### src/rtl/register_file.sv
// rtl/register_file.sv - 16 x 16-bit register file, two read ports, one write port
//
// Purpose:
//   Operand store for the CPU datapath. Reads are combinational and writes
//   commit on the rising edge of clk. Storage clears asynchronously while
//   rst is low.
//
// Ports:
//   clk     in   1  clock; writes commit on the rising edge
//   rst     in   1  asynchronous reset, active low
//   re_0    in   1  port 0 read enable, active low (0 = read)
//   raddr0  in   4  port 0 read address
//   re_1    in   1  port 1 read enable, active low (0 = read)
//   raddr1  in   4  port 1 read address
//   we      in   1  write enable, active low (0 = write)
//   waddr   in   4  write address
//   wdata   in  16  write data
//   rdata0  out 16  port 0 read data (0x0000 when disabled)
//   rdata1  out 16  port 1 read data (0x0000 when disabled)
//
// Build option:
//   REGFILE_BYPASS_EN - when defined, an enabled read of the entry being
//   written in the same cycle returns wdata instead of the stored value.
//   When undefined, reads always return stored contents.

`timescale 1ns/1ps

module register_file (
  input  logic        clk,
  input  logic        rst,
  input  logic        re_0,
  input  logic [3:0]  raddr0,
  input  logic        re_1,
  input  logic [3:0]  raddr1,
  input  logic        we,
  input  logic [3:0]  waddr,
  input  logic [15:0] wdata,
  output logic [15:0] rdata0,
  output logic [15:0] rdata1
);

  logic [15:0] regs [16];

  // Entry 0 is ordinary storage; no hardwired zero register.
  always_ff @(posedge clk or negedge rst) begin
    if (!rst) begin
      for (int i = 0; i < 16; i++) begin
        regs[i] <= 16'h0000;
      end
    end else if (!we) begin
      regs[waddr] <= wdata;
    end
  end

  // Forwarding hit per port. Qualified by rst so a held-off write during
  // reset never leaks onto a read port.
  logic byp0;
  logic byp1;

`ifdef REGFILE_BYPASS_EN
  assign byp0 = !we && rst && (raddr0 == waddr);
  assign byp1 = !we && rst && (raddr1 == waddr);
`else
  assign byp0 = 1'b0;
  assign byp1 = 1'b0;
`endif

  // Storage already reads as zero during reset; the rst gate keeps the
  // outputs at zero regardless of how the storage is implemented.
  always_comb begin
    rdata0 = 16'h0000;
    if (!re_0) begin
      if (byp0) begin
        rdata0 = wdata;
      end else if (rst) begin
        rdata0 = regs[raddr0];
      end
    end
  end

  always_comb begin
    rdata1 = 16'h0000;
    if (!re_1) begin
      if (byp1) begin
        rdata1 = wdata;
      end else if (rst) begin
        rdata1 = regs[raddr1];
      end
    end
  end

endmodule

### config.mk
export PLATFORM = sky130hd
export DESIGN_NAME = register_file
export DESIGN_NICKNAME = d
export VERILOG_FILES = /design/src/rtl/register_file.sv
export SDC_FILE = /design/constraint.sdc
export NUM_CORES = 1
export LEC_CHECK = 0
export ABC_AREA = 1
export CAP_MARGIN = 20
export CORE_MARGIN = 3
export CORE_UTILIZATION = 40
export DETAILED_ROUTE_END_ITERATION = 7
export GPL_TIMING_DRIVEN = 1
export HOLD_SLACK_MARGIN = 0.1
export PLACE_DENSITY = 0.68
export SLEW_MARGIN = 10
export SYNTH_ARGS = -nofsm -noshare
export SYNTH_HDL_FRONTEND = slang
export SYNTH_SLANG_ARGS = --single-unit
export TNS_END_PERCENT = 30
### constraint.sdc
create_clock -name clk -period 1.4 [get_ports clk]
set_input_delay 0.21 -clock clk [delete_from_list [all_inputs] [get_ports clk]]
set_output_delay 0.21 -clock clk [all_outputs]
set_load 0.005 [all_outputs]
==> impl_metrics.toml <==
[synth]
ys_warn_count = 0
yosys-top-cells-area = "dfrtp_1 43%, nand2_1 19%, nand3_1 15%"
synth_nets = 2275
yosysUniqueCellTypes = 18
synth_cells = 2242
synth_seq_cells = 256
yosysSeqAreaShare_pct = 42.80
synth.top_cell.area_share_pct = 42.80
synth_area_leader_cell = "dfrtp_1"
synthesis.area_um2 = 14970
syn_avg_cell_area_um2 = 6.676

[min_path]
holdCritPathClass = "primary input to flop"

[floorplan]
ios = 65
core_area_um2 = 36790
dieHeight_um = 199.4
rows = 70
chipWidth_um = 199.4
start_util_pct = 40.69
dieArea_um2 = 39770

[power]
p_switching_mw = 8.347
ir_drop_uv = 1148
internal_power_mw = 16.68
seq_power_share_pct = 39.2
switching_share_pct = 33.36
power_frac_comb_pct = 28.0
power_density_nw_per_um2 = 1280
total_leakage_power_nw = 9.853
power_frac_clock_pct = 32.9

[routing]
final_antenna_net_count = 0
first_pass_iters = 5
drt_iter0_markers = 2166
vias = 16014
wirelength_mm = 57.10
drt-wirelength-per-cell_um = 20.12
via_per_inst = 5.643
drc_errors = 0

[critical_path]
cp_data_required_time_ns = 1.19
crit_chain = "inv_1 -> nand2_1 -> nand3_2 -> nand3_2 -> nand3_2 -> a21oi_2 -> buf_4 -> buf_6"
arrival_ns = 1.78
cp_slowest_stage_delay_ns = 0.36
cp-end-kind = "primary output"
cp-start-kind = "flop"
crit_top_cell = "nand3_2"
worstSetupPathType = "flop to primary output"
cp_max_fo = 2
critPathSlowestCell = "dfrtp_1"

[outcome]
status = "finished, violations left"
violations = "negative setup slack"

[grt]
antenna_found_initial = 0
grt_pass1_vias = 15026
grt_pass1_wl_mm = 86.31
grt_max_degree = 126
grt.overflow.total = 0
grt.total_usage_pct = 27.91

[timing]
fin_ws_ns = -0.5914
slew_violations = 0
rsz0062_at_grt = "yes"
final.period_utilization_pct = 142.2
max_freq_mhz = 502.2
hold_viol = 0
relSlewSlack_pct = 53.70
worst_pin_slew_ns = 0.6945
setup_viol = 32
min_period_ns = 1.991
clock-skew-final_ns = 0
hold_ws_ns = 0.2764

[clock_network]
cts-htree-levels = 1
root_buffer = "clkbuf_16"
clock-sinks = 256
numCtsBuffers = 31
clk_pin_slew_worst_paths_ns = 0.06
clkLatencyLatePin_ns = 0.57
clockBufferDepth = 3
cts_tree = "yes"

[cells_and_area]
diodes = 0
final_nets = 2379
final_cell_mix = "738 x nand2_1, 267 x nand3_1, 256 x dfrtp_1"
reg.largest.list = "regs: 256 flops"
utilization_pct = 53.14
final.fill_count = 3433
syn_to_final_growth_pct = 30.60
drive_gt1_share_pct = 25.19
regMostFlops = "regs"
largest_reg_flops = 256
finalInstanceArea_um2 = 19550
layout_commonest_cell = "nand2_1"

[place]
place_hpwl_mm = 35.42
gp_congestion = 0.9126
port_buffers = 64
dp_slack_ns = -0.9330
place_area_um2 = 17080

[job]
drv_cap = 0
## through the flow
step / std cells / setup TNS, ns / total power [mW]
finish: 2838 / -15.65 / 25.02
global route: 2838 / -17.91 / 26.40
CTS: 2813 / -16.25 / 24.30
detailed placement: 2751 / -94.87 / 15.71
global placement: 2751 / -87.83 / 15.50
floorplan: 2242 / 0 / 13.49
## repair_timing
action,4_1_cts,5_1_grt
endpoints found under the setup margin,32,60
cloned,0,1
hold buffers,1,0
pin swaps,100,91
setup buffers,11,25
endpoints found under the hold margin,256,0
gates resized for setup,273,209
## power by group through the flow
stage	logic, mW	clock network (mW)	registers, mW
after detailed placement	5.90	0	9.81
after global routing	7.83	8.62	9.95
final	7.00	8.22	9.80
after global placement	5.74	0	9.76
after CTS	6.26	8.33	9.71
after floorplan	3.89	0	9.61
## routing by layer
metal  global-route usage [%]  wire (um)  vias up  part of all wire, %
li1                         -          -     7278                    -
met1                    39.27      23480     7613                   41
met2                    42.60      24930      957                   44
met3                    6.441       6707      166                   12
met4                    9.563       1981        0                  3.5
met5                        0          0        -                    0
## cell type report
type                       count  area (um2)  area share (%)
clock buffer                  49       953.4           4.878
clock inverter                 8       93.84          0.4801
inverter                     286        1079           5.518
multi-input combinational   1531        7944           40.64
sequential                   256        6406           32.77
tap                          468       585.6           2.996
timing repair buffer         240        2485           12.71
## cell families after synthesis
kind of cell,share of synthesized area (%)
buffers and inverters,12.28
DFF,42.80
and+or+nand+nor,35.29
AOI/OAI and AO/OA,9.630
## cells in the mapped netlist
master,number
buf_1,9
buf_2,102
nand2_1,777
clkbuf_2,2
inv_1,281
o21ai_0,218
nand3_2,2
nor2_2,4
nor3_4,1
nand4_2,1
nand4_1,1
inv_2,5
a21oi_1,32
dfrtp_1,256
o21ai_1,38
nor2_1,2
clkbuf_1,56
nand3_1,455
## final timing paths
kind	start	to	slack (ns)	cells after the start
min in group asynchronous	rst	regs[73]	0.39	3
hold reg to reg	regs[124]	regs[124]	0.48	2
setup reg to reg	regs[155]	regs[155]	0.50	4
hold / removal	wdata[13]	regs[141]	0.28	3
setup / recovery	regs[215]	rdata0[7]	-0.59	8
max in group asynchronous	rst	regs[97]	0.13	4
## worst max-delay path, delay by kind of cell, from the launching register on
family          cells  cell delay (ns)
simple gates        4             0.32
buf+inv             3             0.32
compound gates      1             0.21
flops               1             0.36
Note: power is estimated with default switching activity, not from simulation.
